$ cat src/rtl/shift_exec_ctrl.sv
// shift_exec_ctrl
//   Sequencing stage in front of the shared ALU barrel shifter. Takes a decoded
//   RV32 shift over a valid/ready handshake, registers its operands, drives the
//   combinational shifter for one cycle (two for rotates), registers the result
//   and offers it to writeback over a second valid/ready handshake.
//
// Build option:
//   SHIFT_ZBB_ROT_EN  when defined, ROL/ROR (funct7=0110000) are decoded and
//                     executed as two shifter passes whose results are OR-ed.
//                     When undefined those encodings are illegal and the
//                     second pass and its partial register do not exist.
//
// Ports:
//   clk, rst                        clock, synchronous active-high reset
//   in_valid/in_ready               upstream handshake
//   in_funct3, in_funct7            operation decode fields
//   in_op_a, in_op_b, in_rd         rs1 value, rs2/shamt (bits [4:0]), dest tag
//   sh_opranda, sh_oprandb          shifter data and amount
//   sh_right_flag, sh_right_arith_flag  shifter direction and sign fill
//   sh_res                          shifter result (combinational)
//   out_valid/out_ready             downstream handshake
//   out_result, out_rd, out_illegal result, its tag, unsupported-op flag
//
// State   | meaning
// --------+-----------------------------------------------------------
// S_IDLE  | empty, in_ready=1
// S_EXEC1 | first (or only) shifter pass; illegal ops just record 0
// S_EXEC2 | rotate only: opposite-direction pass, OR with partial
// S_DONE  | result offered; may accept next op in the same cycle

module shift_exec_ctrl (
  input  logic        clk,
  input  logic        rst,
  input  logic        in_valid,
  output logic        in_ready,
  input  logic [2:0]  in_funct3,
  input  logic [6:0]  in_funct7,
  input  logic [31:0] in_op_a,
  input  logic [31:0] in_op_b,
  input  logic [4:0]  in_rd,
  output logic [31:0] sh_opranda,
  output logic [4:0]  sh_oprandb,
  output logic        sh_right_flag,
  output logic        sh_right_arith_flag,
  input  logic [31:0] sh_res,
  output logic        out_valid,
  input  logic        out_ready,
  output logic [31:0] out_result,
  output logic [4:0]  out_rd,
  output logic        out_illegal
);

  typedef enum logic [1:0] {S_IDLE, S_EXEC1, S_EXEC2, S_DONE} state_e;
  typedef enum logic [2:0] {OP_SLL, OP_SRL, OP_SRA, OP_ROL, OP_ROR, OP_ILL} op_e;

  state_e      state_q, state_d;
  op_e         op_q, op_d, dec_op;
  logic [31:0] op_a_q, op_a_d;
  logic [4:0]  amt_q, amt_d;
  logic [4:0]  rd_q, rd_d;
  logic [31:0] res_q, res_d;
  logic [4:0]  out_rd_q, out_rd_d;
  logic        ill_q, ill_d;
  logic [31:0] sh_a_q, sh_a_d;
  logic [4:0]  sh_b_q, sh_b_d;
  logic        sh_r_q, sh_r_d;
  logic        sh_ar_q, sh_ar_d;
  logic        accept;
`ifdef SHIFT_ZBB_ROT_EN
  logic [31:0] partial_q, partial_d;
`endif

  // only the shamt field of op_b is meaningful
  logic unused_op_b;
  assign unused_op_b = ^in_op_b[31:5];

  always_comb begin
    dec_op = OP_ILL;
    if (in_funct3 == 3'b001 && in_funct7 == 7'b0000000)      dec_op = OP_SLL;
    else if (in_funct3 == 3'b101 && in_funct7 == 7'b0000000) dec_op = OP_SRL;
    else if (in_funct3 == 3'b101 && in_funct7 == 7'b0100000) dec_op = OP_SRA;
`ifdef SHIFT_ZBB_ROT_EN
    else if (in_funct3 == 3'b001 && in_funct7 == 7'b0110000) dec_op = OP_ROL;
    else if (in_funct3 == 3'b101 && in_funct7 == 7'b0110000) dec_op = OP_ROR;
`endif
  end

  // ready while empty, or while the held result is leaving this cycle
  assign in_ready = !rst && (state_q == S_IDLE || (state_q == S_DONE && out_ready));
  assign accept   = in_valid && in_ready;

  // Shifter drive kept apart from the result path: it must not depend on
  // sh_res, which is a combinational function of these very outputs.
  always_comb begin
    sh_a_d  = sh_a_q;
    sh_b_d  = sh_b_q;
    sh_r_d  = sh_r_q;
    sh_ar_d = sh_ar_q;
    if (state_q == S_EXEC1 && op_q != OP_ILL) begin
      sh_a_d  = op_a_q;
      sh_b_d  = amt_q;
      sh_r_d  = (op_q == OP_SRL) || (op_q == OP_SRA) || (op_q == OP_ROR);
      sh_ar_d = (op_q == OP_SRA);
    end
`ifdef SHIFT_ZBB_ROT_EN
    else if (state_q == S_EXEC2) begin
      // (32-n) mod 32: n=0 gives a second identity pass
      sh_a_d  = op_a_q;
      sh_b_d  = 5'd0 - amt_q;
      sh_r_d  = (op_q == OP_ROL);
      sh_ar_d = 1'b0;
    end
`endif
  end

  assign sh_opranda          = sh_a_d;
  assign sh_oprandb          = sh_b_d;
  assign sh_right_flag       = sh_r_d;
  assign sh_right_arith_flag = sh_ar_d;

  always_comb begin
    state_d  = state_q;
    op_d     = op_q;
    op_a_d   = op_a_q;
    amt_d    = amt_q;
    rd_d     = rd_q;
    res_d    = res_q;
    out_rd_d = out_rd_q;
    ill_d    = ill_q;
`ifdef SHIFT_ZBB_ROT_EN
    partial_d = partial_q;
`endif

    if (accept) begin
      op_d   = dec_op;
      op_a_d = in_op_a;
      amt_d  = in_op_b[4:0];
      rd_d   = in_rd;
    end

    case (state_q)
      S_IDLE: begin
        if (accept) state_d = S_EXEC1;
      end
      S_EXEC1: begin
        out_rd_d = rd_q;
        case (op_q)
          OP_SLL, OP_SRL, OP_SRA: begin
            res_d   = sh_res;
            ill_d   = 1'b0;
            state_d = S_DONE;
          end
`ifdef SHIFT_ZBB_ROT_EN
          OP_ROL, OP_ROR: begin
            partial_d = sh_res;
            state_d   = S_EXEC2;
          end
`endif
          default: begin
            res_d   = 32'd0;
            ill_d   = 1'b1;
            state_d = S_DONE;
          end
        endcase
      end
      S_EXEC2: begin
`ifdef SHIFT_ZBB_ROT_EN
        res_d   = partial_q | sh_res;
        ill_d   = 1'b0;
        state_d = S_DONE;
`else
        state_d = S_IDLE;
`endif
      end
      S_DONE: begin
        if (out_ready) state_d = accept ? S_EXEC1 : S_IDLE;
      end
      default: state_d = S_IDLE;
    endcase
  end

  always_ff @(posedge clk) begin
    if (rst) begin
      state_q  <= S_IDLE;
      op_q     <= OP_ILL;
      op_a_q   <= 32'd0;
      amt_q    <= 5'd0;
      rd_q     <= 5'd0;
      res_q    <= 32'd0;
      out_rd_q <= 5'd0;
      ill_q    <= 1'b0;
      sh_a_q   <= 32'd0;
      sh_b_q   <= 5'd0;
      sh_r_q   <= 1'b0;
      sh_ar_q  <= 1'b0;
`ifdef SHIFT_ZBB_ROT_EN
      partial_q <= 32'd0;
`endif
    end else begin
      state_q  <= state_d;
      op_q     <= op_d;
      op_a_q   <= op_a_d;
      amt_q    <= amt_d;
      rd_q     <= rd_d;
      res_q    <= res_d;
      out_rd_q <= out_rd_d;
      ill_q    <= ill_d;
      sh_a_q   <= sh_a_d;
      sh_b_q   <= sh_b_d;
      sh_r_q   <= sh_r_d;
      sh_ar_q  <= sh_ar_d;
`ifdef SHIFT_ZBB_ROT_EN
      partial_q <= partial_d;
`endif
    end
  end

  assign out_valid   = (state_q == S_DONE);
  assign out_result  = res_q;
  assign out_rd      = out_rd_q;
  assign out_illegal = ill_q;

endmodule

$ cat config.mk
export PLATFORM = sky130hd
export DESIGN_NAME = shift_exec_ctrl
export DESIGN_NICKNAME = d
export VERILOG_FILES = /design/src/rtl/shift_exec_ctrl.sv
export SDC_FILE = /design/constraint.sdc
export NUM_CORES = 1
export LEC_CHECK = 0
export ABC_AREA = 0
export CAP_MARGIN = 10
export CORE_UTILIZATION = 40
export DETAILED_ROUTE_END_ITERATION = 12
export PLACE_DENSITY = 0.73
export SLEW_MARGIN = 20
export SYNTH_ARGS = -nofsm -noshare
export SYNTH_HDL_FRONTEND = slang
export SYNTH_SLANG_ARGS = --single-unit
$ cat constraint.sdc
create_clock -name clk -period 4.28 [get_ports clk]
set_clock_uncertainty 0.2 [all_clocks]
set_input_delay 0.856 -clock clk [delete_from_list [all_inputs] [get_ports clk]]
set_output_delay 0.856 -clock clk [all_outputs]
set_load 0.05 [all_outputs]
==> results of run 1 <==
-- through the flow --
step	cells	utilization, %	power, mW	area (um^2)
after global placement	802	55.3	1.53	6620
after global routing	835	60.7	3.10	7260
after CTS	835	60.7	3.02	7260
after detailed placement	803	55.5	1.54	6630
final	835	60.7	2.99	7260
after floorplan	524	-	1.41	4890
-- kinds of logic after synthesis --
family | Yosys count
and+or+nand+nor | 192
DFF | 124
AOI/OAI and AO/OA | 118
muxes | 45
buffers and inverters | 45
-- placed cells by master, fill, tap and decap left out, types with 2 or more instances in the layout --
master and instances:
a21oi_1 44, dfxtp_1 124, mux2i_1 2, and2_1 2, o21ai_1 3, a32oi_1 32, bufinv_16 2, nor2b_1 46
o21ai_0 35, clkbuf_8 9, buf_12 2, nor4_1 2, nand3_1 37, or3_1 2, nor3_1 4, nor2_1 39
mux2_2 34, clkbuf_16 17, clkbuf_1 2, nand2_1 49, buf_4 8, nand3b_1 3, mux2_1 9, clkdlybuf4s50_1 165
-- worst max-delay path: stages (launching register included) --
cell	delay, ns
dfxtp_1	0.52
nand2b_2	0.72
o21ai_0	0.26
nand2_1	0.15
clkdlybuf4s50_1	0.82
-- sequential cells by signal, indices dropped and copies added, names as in the netlist --
name and count:
op_a_q 32, sh_a_q 32, amt_q 5, state_q 2
out_result 32, rd_q 5, sh_b_q 5, op_q 3
sh_r_q 1, out_rd 5, sh_ar_q 1, out_illegal 1
-- final cells by class --
type / instances / share of cell area (%)
well taps: 147 / 2.53
flip-flops and latches: 124 / 34.2
multi-input cells: 355 / 30.2
clock buffers: 28 / 7.67
clock inverters: 4 / 0.999
repair buffers: 176 / 24.3
inverters: 1 / 0.0517
-- power by group through the flow --
stage | clock network [mW] | registers (mW) | logic (mW)
finish | 1.47 | 1.22 | 0.291
global route | 1.56 | 1.23 | 0.314
CTS | 1.50 | 1.22 | 0.295
detailed placement | 0 | 1.25 | 0.294
global placement | 0 | 1.24 | 0.287
floorplan | 0 | 1.25 | 0.156
-- per-layer routing --
metal	global-route usage [%]	share of wire (%)
met1	24.4	43
met2	35.2	47
met3	8.37	9.1
met4	7.47	1.3
met5	0	0
-- worst min-delay path by stage --
stage	start	endpoint	slack, ns	depth (start not counted)
CTS	rd_q[2]	out_rd[2]	0.25	2
finish	rd_q[0]	out_rd[0]	0.25	2
global route	rd_q[2]	out_rd[2]	0.28	2
floorplan	rd_q[0]	out_rd[0]	0.23	2
global placement	rd_q[0]	out_rd[0]	0.23	2
detailed placement	rd_q[3]	out_rd[3]	0.25	2
==> results.py, run 1 <==
metrics = {
    "yosys": {
        "synthArstFlopShare_pct": 0,
        "synth_simple_gate_area_share_pct": 19.4,
        "synthFlopType": "dfxtp_1",
        "ys_ff_latch": 124,
        "post_synth_inst_count": 524,
        "synth_area_um2": 4890,
        "yosysMostFrequentCell": "dfxtp_1",
        "yosys-top-cells-count": "124 x dfxtp_1, 49 x nand2_1, 47 x nor2b_1",
        "synth_area_leaders": "dfxtp_1 51%, mux2_2 7.8%, nor2b_1 6.0%, a32oi_1 5.7%, a21oi_1 4.5%",
        "synth_compound_area_share_pct": 14.9,
        "seq_area_frac_synth_pct": 50.8,
        "synth_edf_count": 0,
        "synth_fa_ha_area_share_pct": 0,
        "syn_nets": 639,
        "yosysWarnings": 0,
        "avgSynthCellArea_um2": 9.33,
        "synth_cell_types": 33,
        "synthXorXnorAreaFrac_pct": 0,
        "yosysTopAreaCell": "dfxtp_1",
        "synth.area.mux_share_pct": 10.3,
        "yosysTopAreaCellShare_pct": 50.8,
        "synth_top_family_by_area": "simple AND/OR/NAND/NOR gates",
    },
    "cts": {
        "root_buffer": "clkbuf_16",
        "post_cts_buffers": 0,
        "numCtsBuffers": 17,
        "cts.clk_slew.worst_paths_ns": 0.05,
        "htreeDepth": 4,
        "clock_tree.buffer_depth": 2,
        "tritoncts": "yes",
        "clock_latency_ns": 0.41,
        "postCtsHoldBufs": 0,
        "cts_sinks": 124,
        "cts_resized": 0,
    },
    "grt": {
        "gr-usage-all-layers_pct": 21.1,
        "grt_overflow": 0,
        "grt_pass1_wl_um": 21000,
        "grt_start_max_net_pins": 71,
        "grt_pass1_vias": 4394,
        "antenna_found_initial": 0,
    },
    "layout": {
        "register_area_um2": 2480,
        "nets": 790,
        "multi_input_area_um2": 2200,
        "antenna_cells": 0,
        "drive_gt1_share_pct": 11.5,
        "nFillCells": 999,
        "syn_to_final_growth_pct": 48.6,
    },
    "worst_setup_path": {
        "critical_path_arrival_ns": 2.87,
        "r2r_start": "state_q[1]",
        "cp_max_fo": 42,
        "endpoint": "sh_opranda[19]",
        "critPathLaunchType": "flip-flop",
        "path_class": "flip-flop to output pin",
        "r2r_cells": 4,
        "end_kind": "output pin",
        "crit_required_ns": 3.22,
        "r2r-end": "out_result[25]",
        "reg2reg_slack_ns": 2.08,
        "crit_start": "state_q[1]",
    },
    "die": {
        "die_w_um": 113,
        "ioPinCount": 194,
        "initial_core_util_pct": 40.9,
        "core_um2": 12000,
        "row_count": 40,
        "dieArea_um2": 12700,
        "die_height_um": 113,
    },
    "drt": {
        "ant_nets": 0,
        "num_vias": 4372,
        "drc": 0,
        "drt_iter0_markers": 262,
        "wl_per_cell_um": 15.4,
        "via_per_inst": 5.24,
        "first_pass_iters": 4,
        "routed_wl_um": 12900,
    },
    "placement": {
        "port_buffers": 166,
        "hpwl_um": 8480,
        "dp_slack_ns": 0.659,
        "globalplace.congestion": 0.773,
    },
    "timing": {
        "rsz0062_at_grt": "no",
        "tightest_slew_ns": 0.800,
        "hold_violations": 0,
        "hold_slack_ns": 0.248,
        "timing.final.ws_setup_ns": 0.350,
        "clock.fmax_mhz": 254,
        "finalCritPeriodShare_pct": 91.8,
        "slew_viol_final": 0,
        "setup_viol": 0,
        "fin_setup_tns_ns": 0,
        "slew_headroom_pct": 46.7,
        "min_period_ns": 3.93,
    },
    "worst_hold_path": {
        "hp-class": "flip-flop to flip-flop",
    },
    "power": {
        "p_leak_nw": 2.88,
        "switching_share_pct": 21.4,
        "seqPwrFrac_pct": 40.9,
        "power_density_nw_per_um2": 411,
        "p_int_mw": 2.35,
        "power_frac_comb_pct": 9.8,
        "p_sw_mw": 0.639,
        "ir_drop_v": 0.000288,
        "pwr-share-clk_pct": 49.3,
    },
    "run_status": {
        "outcome": "finished clean",
    },
    "flow_run": {
        "cap_violations": 0,
    },
}
(Power assumes the default switching activity.)
==> run 2, diff against run 1 <==
--- a/config.mk
+++ b/config.mk
@@ -6,10 +6,11 @@
 export NUM_CORES = 1
 export LEC_CHECK = 0
 export ABC_AREA = 0
+export ABC_CLOCK_PERIOD_IN_PS = 3100
 export CAP_MARGIN = 10
-export CORE_UTILIZATION = 40
+export CORE_UTILIZATION = 39
 export DETAILED_ROUTE_END_ITERATION = 12
-export PLACE_DENSITY = 0.73
+export PLACE_DENSITY = 0.74
 export SLEW_MARGIN = 20
 export SYNTH_ARGS = -nofsm -noshare
 export SYNTH_HDL_FRONTEND = slang
==> constraint.sdc (replaced) <==
create_clock -name clk -period 3.1 [get_ports clk]
set_clock_uncertainty 0.2 [all_clocks]
set_input_delay 0.62 -clock clk [delete_from_list [all_inputs] [get_ports clk]]
set_output_delay 0.62 -clock clk [all_outputs]
set_load 0.05 [all_outputs]
==> run 2 against run 1 <==
Critical path depth increased by 1; final cell count increased by 3.0%; first-iteration DRC count increased by 11%; routed wire length increased by 3.1%; via count increased by 1.3%; combinational power increased by 42%; worst hold slack improved by 0.0032 ns; global-route usage increased by 0.061 points; setup slack got worse by 0.18 ns; clock power increased by 43%; critical endpoint is now sh_opranda[9].
==> results.py, run 2 (same netlist as run 1, synthesis figures left out) <==
metrics = {
    "layout": {
        "drive_gt1_share_pct": 17.9,
        "antenna_cells": 0,
        "final_area_um2": 7720,
        "layout_common_cells": "125 x clkdlybuf4s50_1, 124 x dfxtp_1, 49 x nand2_1, 46 x nor2b_1, 44 x a21oi_1",
        "nets": 794,
        "layout_commonest_cell": "clkdlybuf4s50_1",
        "nFillCells": 986,
        "syn_to_final_growth_pct": 57.9,
    },
    "worst_setup_path": {
        "path_class": "flip-flop to output pin",
        "critical_path_arrival_ns": 2.11,
        "end_kind": "output pin",
        "crit_required_ns": 2.28,
        "critPathLaunchType": "flip-flop",
        "cp_max_fo": 26,
    },
    "cts": {
        "clock_tree.buffer_depth": 2,
        "cts_sinks": 124,
        "htreeDepth": 4,
        "clock_latency_ns": 0.41,
        "cts.clk_slew.worst_paths_ns": 0.05,
        "cts_resized": 0,
        "postCtsHoldBufs": 0,
        "post_cts_buffers": 0,
        "root_buffer": "clkbuf_16",
        "tritoncts": "yes",
        "numCtsBuffers": 17,
    },
    "drt": {
        "m1WireLength_um": 5370,
        "wl_per_cell_um": 15.4,
        "route.met2.wl_um": 6480,
        "drt_iter0_markers": 291,
        "ant_nets": 0,
        "wl_met3_um": 1130,
        "via_per_inst": 5.15,
        "drc": 0,
        "routed.top_layer": "met4",
        "routed_wl_um": 13300,
        "num_vias": 4427,
        "first_pass_iters": 5,
    },
    "timing": {
        "tightest_slew_ns": 0.553,
        "rsz0062_at_grt": "no",
        "hold_violations": 0,
        "slew_headroom_pct": 63.0,
        "setup_viol": 0,
        "fin_setup_tns_ns": 0,
        "finalCritPeriodShare_pct": 94.6,
        "slew_viol_final": 0,
        "clock.fmax_mhz": 341,
        "min_period_ns": 2.93,
    },
    "grt": {
        "grt_overflow": 0,
        "grt_pass1_vias": 4367,
        "gr-usage-all-layers_pct": 21.1,
        "grt_pass1_wl_um": 21100,
        "antenna_found_initial": 0,
        "grt_start_max_net_pins": 52,
    },
    "flow_run": {
        "cap_violations": 0,
    },
    "die": {
        "ioPinCount": 194,
        "core_um2": 12100,
        "die_height_um": 114,
        "initial_core_util_pct": 40.4,
        "row_count": 40,
        "die_w_um": 114,
        "dieArea_um2": 13000,
    },
    "power": {
        "ir_drop_v": 0.000416,
        "totalPowerFinal_mw": 4.20,
        "power_density_nw_per_um2": 544,
        "p_leak_nw": 3.08,
    },
    "worst_hold_path": {
        "hp-class": "flip-flop to flip-flop",
    },
    "placement": {
        "hpwl_um": 8980,
        "port_buffers": 166,
        "globalplace.congestion": 0.770,
        "dpl_cell_area_um2": 7080,
    },
    "run_status": {
        "outcome": "finished clean",
    },
}
run 2: path summary, 6_finish.rpt:
kind / start / to / slack, ns / depth (start not counted)
worst min-delay path: rd_q[0] / out_rd[0] / 0.25 / 2
worst max register to register: state_q[1] / op_a_q[8] / 1.14 / 4
worst max-delay path: state_q[0] / sh_opranda[9] / 0.17 / 5
worst min register to register: rd_q[0] / out_rd[0] / 0.25 / 2
run 2: per-layer routing:
metal / GRT usage, % / vias to the layer above
met1: 23.6 / 2060
met2: 35.6 / 183
met5: 0 / -
li1: - / 2155
met4: 9.78 / 0
met3: 8.02 / 29
run 2: stage by stage:
stage / utilization (%) / instances / hold slack [ns] / setup slack (ns)
floorplan: - / 524 / 0.227 / 0.255
global placement: 58.5 / 828 / 0.234 / 0.551
detailed placement: 58.5 / 828 / 0.247 / 0.535
CTS: 63.7 / 860 / 0.254 / 0.136
global route: 63.7 / 860 / 0.280 / 0.0144
finish: 63.7 / 860 / 0.252 / 0.168
run 2: where the power goes:
part	internal, mW	switching, mW	leakage [nW]
Combinational	0.218	0.197	1.78
Sequential	1.66	0.0331	1.01
Clock	1.40	0.694	0.301
run 2: area by class of cell:
class / instances / area [um^2] / share of cell area, %
Clock buffer: 21 / 470 / 6.09
Clock inverter: 11 / 165 / 2.14
Inverter: 1 / 3.75 / 0.0486
Multi-Input combinational cell: 355 / 2200 / 28.5
Sequential cell: 124 / 2480 / 32.2
Tap cell: 168 / 210 / 2.72
Timing Repair Buffer: 180 / 2190 / 28.4
run 2: critical path: stages, from the launching register on:
cell	delay, ns
dfxtp_1	0.47
nor2b_4	0.54
buf_12	0.25
nand3_1	0.13
nand2_1	0.15
buf_12	0.15
